$ cat src/rtl/nexys_starship_monster_sched.sv
// Central monster scheduler. It spawns monsters at the four ship stations,
// runs a per-station attack timer, marks stations broken when a timer expires,
// counts kills, and ends the game once enough stations are broken.
`timescale 1ns/1ps
module nexys_starship_monster_sched #(
    parameter logic [7:0] SPAWN_MIN    = 8'd40,
    parameter logic [7:0] SPAWN_MASK   = 8'd63,
    parameter logic [7:0] ATTACK_TICKS = 8'd200,
    parameter logic [2:0] BREAK_LIMIT  = 3'd2
) (
    input  logic       Clk,
    input  logic       Reset,
    input  logic       play_flag,
    input  logic       tick,
    input  logic [3:0] kill,
    output logic [3:0] monster_ctrl,
    output logic [3:0] broken,
    output logic [7:0] score,
    output logic       game_over,
    output logic       busy
);

    localparam int unsigned NST     = 4;
    localparam int unsigned SPAWN_W = 9;   // SPAWN_MIN + masked LFSR can exceed 255
    localparam int unsigned ATK_W   = 8;

    typedef enum logic [1:0] {IDLE, RUN, OVER} state_t;

    state_t                      state, state_n;
    logic [15:0]                 lfsr, lfsr_n;
    logic [SPAWN_W-1:0]          spawn_cnt, spawn_n, spawn_load;
    logic [NST-1:0][ATK_W-1:0]   atk_cnt, atk_n;
    logic [NST-1:0]              mon_n, brk_n, kill_v;
    logic [7:0]                  score_n;
    logic [8:0]                  score_sum;
    logic                        go_n, busy_n, found;
    logic [1:0]                  idx;

    function automatic logic [2:0] pop4(input logic [3:0] v);
        pop4 = 3'(v[0]) + 3'(v[1]) + 3'(v[2]) + 3'(v[3]);
    endfunction

    // Fibonacci LFSR step (taps 16,14,13,11) and spawn interval reload value
    always_comb begin
        lfsr_n     = {lfsr[14:0], lfsr[15] ^ lfsr[13] ^ lfsr[12] ^ lfsr[10]};
        spawn_load = SPAWN_W'(SPAWN_MIN) + SPAWN_W'(lfsr[7:0] & SPAWN_MASK);
    end

    // Next-state logic: kills, attack timers, spawn attempts, game-over detection
    always_comb begin
        state_n   = state;
        spawn_n   = spawn_cnt;
        atk_n     = atk_cnt;
        mon_n     = monster_ctrl;
        brk_n     = broken;
        score_n   = score;
        kill_v    = '0;
        score_sum = '0;
        found     = 1'b0;
        idx       = '0;

        case (state)
            IDLE: begin
                if (play_flag) begin
                    state_n = RUN;
                    spawn_n = spawn_load;
                end
            end
            RUN: begin
                // Kills only count against occupied stations
                kill_v    = kill & monster_ctrl;
                mon_n     = monster_ctrl & ~kill_v;
                score_sum = 9'(score) + 9'(pop4(kill_v));
                score_n   = score_sum[8] ? 8'hFF : score_sum[7:0];

                if (tick) begin
                    // A kill this cycle overrides timer expiry
                    for (int i = 0; i < NST; i++) begin
                        if (monster_ctrl[i] && !kill_v[i]) begin
                            if (atk_cnt[i] != '0) begin
                                atk_n[i] = atk_cnt[i] - ATK_W'(1);
                            end else begin
                                brk_n[i] = 1'b1;
                                mon_n[i] = 1'b0;
                            end
                        end
                    end

                    if (spawn_cnt != '0) begin
                        spawn_n = spawn_cnt - SPAWN_W'(1);
                    end else begin
                        // Round-robin search from a random station; dropped if none free
                        spawn_n = spawn_load;
                        for (int k = 0; k < NST; k++) begin
                            idx = lfsr[1:0] + 2'(k);
                            if (!found && !monster_ctrl[idx] && !broken[idx] && !kill[idx]) begin
                                found      = 1'b1;
                                mon_n[idx] = 1'b1;
                                atk_n[idx] = ATTACK_TICKS - ATK_W'(1);
                            end
                        end
                    end
                end

                if (pop4(brk_n) >= BREAK_LIMIT) begin
                    state_n = OVER;
                    mon_n   = '0;
                end
            end
            OVER: begin
                mon_n = '0;
            end
            default: begin
                state_n = IDLE;
            end
        endcase

        go_n   = (state_n == OVER);
        busy_n = (state_n == RUN);
    end

    // State and output registers
    always_ff @(posedge Clk or posedge Reset) begin
        if (Reset) begin
            state        <= IDLE;
            lfsr         <= 16'hACE1;
            spawn_cnt    <= '0;
            atk_cnt      <= '0;
            monster_ctrl <= '0;
            broken       <= '0;
            score        <= '0;
            game_over    <= 1'b0;
            busy         <= 1'b0;
        end else begin
            state        <= state_n;
            lfsr         <= lfsr_n;
            spawn_cnt    <= spawn_n;
            atk_cnt      <= atk_n;
            monster_ctrl <= mon_n;
            broken       <= brk_n;
            score        <= score_n;
            game_over    <= go_n;
            busy         <= busy_n;
        end
    end

endmodule

$ cat config.mk
export PLATFORM = sky130hd
export DESIGN_NAME = nexys_starship_monster_sched
export DESIGN_NICKNAME = d
export VERILOG_FILES = /design/src/rtl/nexys_starship_monster_sched.sv
export SDC_FILE = /design/constraint.sdc
export NUM_CORES = 1
export LEC_CHECK = 0
export BUFFER_PORTS_ARGS = -buffer_cell sky130_fd_sc_hd__buf_2
export CORE_MARGIN = 1
export CORE_UTILIZATION = 44
export DETAILED_ROUTE_END_ITERATION = 10
export PLACE_DENSITY = 0.59
export SLEW_MARGIN = 20
export SYNTH_ARGS = -nofsm -noshare
export SYNTH_HDL_FRONTEND = slang
export SYNTH_SLANG_ARGS = --single-unit
$ cat constraint.sdc
create_clock -name Clk -period 5.7 [get_ports Clk]
set_clock_uncertainty 0.15 [all_clocks]
set_input_delay 0.285 -clock Clk [delete_from_list [all_inputs] [get_ports Clk]]
set_output_delay 0.285 -clock Clk [all_outputs]
set_load 0.01 [all_outputs]
Word-level counts from Yosys, hierarchy flattened
Index checks and enable logic that the tools add are counted.
- flip-flop bits (word level): 77
- output and inout bits: 18
- logic and storage cells: 246
- $add $sub $neg: 16
- order comparisons: 9
- eq/ne operators: 6
- multiplexer cells: 133
- bitwise operators: 22
- reduce and logical (&&, ||, !) cells: 48
- operators with widths (operator ; count):
    two-way mux 32 bit ; 14
    two-way mux 8 bit ; 21
    bitwise OR 20 bit ; 4
    two-way mux 4 bit ; 18
    demux 8 bit (select 2 bit) ; 4
    two-way mux 1 bit ; 52
    bitwise AND 12 bit ; 4
    NOT 12 bit ; 4
    nonzero test 8 bit ; 4
    subtractor 8 x 1 -> 8 bit, second input constant ; 4
    two-way mux 9 bit ; 3
    binary-select mux 1 bit (select 2 bit) ; 12
    logical AND 1 bit ; 19
    logical NOT 1 bit ; 19
    one-hot mux 9 bit (2 select lines) ; 1
    bitwise OR 4 bit ; 4
    < comparator 2 x 3 -> 1 bit, second input constant ; 4
    adder 8 x 3 -> 9 bit ; 1
    nonzero test 9 bit ; 1
    subtractor 9 x 1 -> 9 bit, second input constant ; 1
    bitwise AND 4 bit ; 2
    demux 1 bit (select 2 bit) ; 4
    >= comparator 2 x 1 -> 1 bit, second input constant ; 4
    one-hot mux 4 bit (2 select lines) ; 1
    18 further kinds ; 29

Longest topological paths before layout
- depth in word-level cells: 34
- mapped depth: 14
- depth with buffers taken out: 12

Worst setup path after synthesis
Ideal clock, no wire load.
- kind: reg-to-reg
- start point: register atk_cnt[27] (netlist bit)
- end point: register game_over
- data arrival time: 3.040 ns
- path slack: 2.391 ns
- cell stages (with the launch flop): 13
- path buffers: 1
- path through: dfrtp_1 > nor4_1 > and3_1 > and2_1 > clkbuf_1 > a21o_1 > fa_1 > and3_1 > a221oi_2 > a21oi_1 > or2_1 > and2b_1 > and2_1
- longest elaborated chain between the ends: 10
- RTL lines (what ; line ; text):
    start, declared ; 32 ; logic [NST-1:0][ATK_W-1:0] atk_cnt, atk_n;
    start signal, assigned ; 138 ; atk_cnt <= atk_n;
    nonzero test 8 bit ; 80 ; if (atk_cnt[i] != '0) begin
    two-way mux 1 bit ; 80 ;
    two-way mux 1 bit ; 79 ; if (monster_ctrl[i] && !kill_v[i]) begin
    two-way mux 4 bit ; 76 ; if (tick) begin
    two-way mux 4 bit ; 62 ; case (state)
    adder 3 x 1 -> 3 bit ; 40 ; pop4 = 3'(v[0]) + 3'(v[1]) + 3'(v[2]) + 3'(v[3]);
    >= comparator 3 x 2 -> 1 bit ; 105 ; if (pop4(brk_n) >= BREAK_LIMIT) begin
    two-way mux 2 bit ; 105 ;
    one-hot mux 2 bit (3 select lines) ; 62 ;
    net state_n[1] ; 29 ; state_t state, state_n;
    == test 2 bit ; 118 ; go_n = (state_n == OVER);
    net go_n ; 36 ; logic go_n, busy_n, found;
    end signal, assigned ; 142 ; game_over <= go_n;
    end, declared ; 19 ; output logic game_over,
The timed path passes the listed nets, and every way through them passes these cells. The select of a mux whose other input is x is not followed.
A chain may end at the register's enable or synchronous reset.

Worst setup path in the final report
Same ends and word-level chain as after synthesis.

==> impl_summary.log <==
[metrics] Skew-Pair Late Insertion Delay: 0.36 ns
[metrics] setup slack of the most critical reg-to-reg path: 2.04 ns
[metrics] most used standard cell by instance count after synthesis: sky130_fd_sc_hd__dfrtp_1
[metrics] critical path fanouts, max: 7
[metrics] crit path launch type: flop
[metrics] Worst Path Arrival: 3.77 ns
[metrics] area growth from synthesis to layout: 10.1%
[metrics] endpoint of the most critical register-to-register path: game_over
[metrics] Max transition margin: 35.8%
[metrics] worst-case vdd ir drop: 258 uV
[metrics] slew at the pin closest to its max-slew limit: 0.963 ns
[metrics] leakage dissipation: 0.00227 uW
[metrics] fraction of layout instances using a drive strength above 1: 13.7%
[metrics] number of diodes added for antenna fixing: 0
[metrics] uppermost metal layer occupied by signal nets: met4
[metrics] number of antenna violations at the first check in global routing: 0
[metrics] # setup viols final: 0
[metrics] total area of multi-input combinational cells: 2420 um^2
[metrics] DIE AREA: 10700 um^2
[metrics] Req. time, crit path: 5.81 ns
[metrics] synth warn: 0
[metrics] sequential share of the synthesized area: 42.8%
[metrics] Worst-path clk slew: 0.09 ns
[metrics] die height: 103 um
[metrics] # hold bufs at CTS: 0
[metrics] top cells by area, synth: sky130_fd_sc_hd__dfrtp_1 38%, sky130_fd_sc_hd__ha_1 5.5%, sky130_fd_sc_hd__dfstp_2 4.6%
[metrics] pwr dens: 353 nW/um^2
[metrics] All-Layer GR Usage: 20.8%
[metrics] row count: 36
[metrics] count of placed standard cells including taps: 635
[metrics] iteration-0 DRC count of the detailed router: 185
[metrics] maximum number of pins on one net before global-route repair: 78
[metrics] WHS: -0.0595 ns
[metrics] post-CTS setup buffer count: 0
[metrics] violations in the final reports: negative hold slack
[metrics] final wirelength: 9940 um
[metrics] number of nets at the end of the flow: 545
[metrics] Filler Cells Inserted: 931
[metrics] minimum clock period after layout: 3.66 ns
[metrics] Max Buffers Root-to-Sink: 2
[metrics] CTS H-Tree Depth: 3
[metrics] Routed met2 length: 4680 um
[metrics] overall via count from detail_route: 3623
[metrics] number of iterations in the first detailed-routing pass: 4
[metrics] share of the synthesized area in the top cell type: 38.1%
[metrics] routed via count divided by cell count: 5.57
[metrics] number of nets with antenna violations after detailed routing: 0
[metrics] wire length of the first global-routing pass: 16800 um
[metrics] Met1 Wirelength: 4780 um
[metrics] total count of hold-check failures in the final report: 69
[metrics] storage element area: 1940 um^2
[metrics] post-synthesis instance area: 4530 um^2
[metrics] CTS tree: built
[metrics] EDFF count, synth: 0
[metrics] Final TNS setup: 0 ns
[metrics] crit share post-route: 64.2%
[metrics] Num CTS Buffers: 9
[metrics] floorplan die width: 103 um
[metrics] number of standard cells after synthesis: 488
[metrics] worst setup margin: 2.04 ns
[metrics] Synth Area per Inst: 9.28 um^2
[metrics] detailed-route wire length per cell: 15.3 um
[metrics] DRC: 0
[metrics] via count of the first global-routing pass: 3496
[metrics] run status: complete, but fails checks
[metrics] HPWL after detailed placement: 7160 um
[metrics] type of the worst min-delay path: input pin to async pin
[metrics] initial cell density of the core: 45.9%
[metrics] Buffers on Ports: 25
[metrics] total of max-cap violations: 0
[metrics] Netlist cell types: 62
[metrics] dominant register cell in the synthesized netlist: sky130_fd_sc_hd__dfrtp_1
[metrics] cell count of the worst reg-to-reg path: 11
[metrics] post-synthesis net count: 520
[metrics] root buffer selected by CTS: sky130_fd_sc_hd__clkbuf_8
[metrics] placeable core area: 9860 um^2
[metrics] setup slack after placement: 2.11 ns
[metrics] I/O pin count: 26
[metrics] flops & latches, synth: 77
[metrics] detailed-routed wire length on met3: 301 um
[metrics] Fmax: 273 MHz
[metrics] Final Wtd Congestion: 0.896
[metrics] unrepaired setup endpoints after global routing: no
[metrics] global-route congestion overflow total: 0
[metrics] fraction of synthesis flops using an asynchronous set or reset pin: 100%
[metrics] Critical Setup Path Class: flop to flop
[metrics] Worst R2R Start: atk_cnt[27]
[metrics] non-filler cells, final: 651
[metrics] Post-CTS Resized: 0
[metrics] clk sinks: 77
[metrics] Post-synth top cells: 69 x sky130_fd_sc_hd__dfrtp_1, 54 x sky130_fd_sc_hd__nand2_1, 33 x sky130_fd_sc_hd__a21oi_1, 30 x sky130_fd_sc_hd__nor2_1, 28 x sky130_fd_sc_hd__inv_1
[metrics] Crit. End Element: flop
[metrics] fin. max-slew vios: 0
[metrics] cell taking the most area after synthesis: sky130_fd_sc_hd__dfrtp_1
metal layers:
metal  track usage, %  up-vias
met2             33.5       51
met5                0        -
met1             27.3     1755
met4             7.26        0
li1                 -     1800
met3             5.24       17
cells by family after synthesis:
group | count (synthesis) | synth area share, %
and+or+nand+nor | 199 | 23.4
buffers and inverters | 43 | 3.76
AOI/OAI and AO/OA | 126 | 17.8
adders and majority gates | 24 | 7.29
DFF | 77 | 42.8
xor gates and xnor gates | 12 | 2.32
muxes | 7 | 2.65
worst max-delay path by stage:
| stage | startpoint | end | depth (start not counted) |
|---|---|---|---|
| final | atk_cnt[27] | game_over | 11 |
| after global routing | atk_cnt[27] | monster_ctrl[1] | 10 |
| after CTS | atk_cnt[27] | game_over | 11 |
| after detailed placement | atk_cnt[27] | game_over | 11 |
| after global placement | atk_cnt[27] | game_over | 11 |
| after floorplan | atk_cnt[27] | game_over | 12 |
cell type report:
type / instances / area share, %
clock buffer: 9 / 2.48
clock inverter: 7 / 1.61
inverter: 30 / 2.28
multi-input combinational: 368 / 48.6
sequential: 77 / 38.8
tap: 133 / 3.34
timing repair buffer: 27 / 2.89
power breakdown:
group / total (uW) / switching, uW / internal (uW)
Clock: 427 / 218 / 209
Sequential: 759 / 102 / 657
Combinational: 576 / 357 / 219
cells in the final DEF, fill, tap and decap left out, drive strengths merged, types with 3 or more instances in the layout:
cell,netlist,final
xnor2,10,10
nand3b,3,3
nor2,30,30
o211ai,8,8
nand3,18,18
dfstp,8,8
a31oi,9,9
nand2,54,54
ha,20,20
a21boi,3,3
o21ai,33,33
or3,11,11
a21oi,34,34
mux2i,3,3
fa,4,4
dfrtp,69,69
nand2b,9,9
a21o,6,6
o2bb2ai,4,4
buf,3,27
nor4,8,8
o22ai,9,9
or2,4,4
clkinv,1,3
nand4,4,4
nor3,20,20
or4,4,4
inv,29,32
and2,11,11
mux4,4,4
clkbuf,10,9
and3,7,7
nor2b,12,12
worst max-delay path, cell delays in order, from the launching register on:
cell	delay (ns)
sky130_fd_sc_hd__dfrtp_1	0.45
sky130_fd_sc_hd__nor4_1	0.60
sky130_fd_sc_hd__and3_1	0.35
sky130_fd_sc_hd__and2_1	0.26
sky130_fd_sc_hd__a21o_1	0.19
sky130_fd_sc_hd__fa_1	0.45
sky130_fd_sc_hd__and3_1	0.18
sky130_fd_sc_hd__a221oi_2	0.29
sky130_fd_sc_hd__a21oi_1	0.12
sky130_fd_sc_hd__or2_1	0.22
sky130_fd_sc_hd__and2b_1	0.17
sky130_fd_sc_hd__and2_1	0.13
sequential cells by signal, summed over array words and instances (netlist names):
name and cells:
busy 1, state 2, lfsr 16, spawn_cnt 9, monster_ctrl 4, game_over 1, score 8, atk_cnt 32
broken 4
per-stage QoR:
stage               utilization (%)  instance area, um^2  hold slack [ns]  total power, uW
floorplan                         -                 4530            0.181             1200
global placement               48.5                 4780            0.185             1330
detailed placement             48.5                 4780            0.188             1340
CTS                            50.5                 4980           0.0919             1780
global route                   50.6                 4990          0.00401             1900
finish                         50.6                 4990          -0.0595             1760
(Power assumes the default switching activity.)
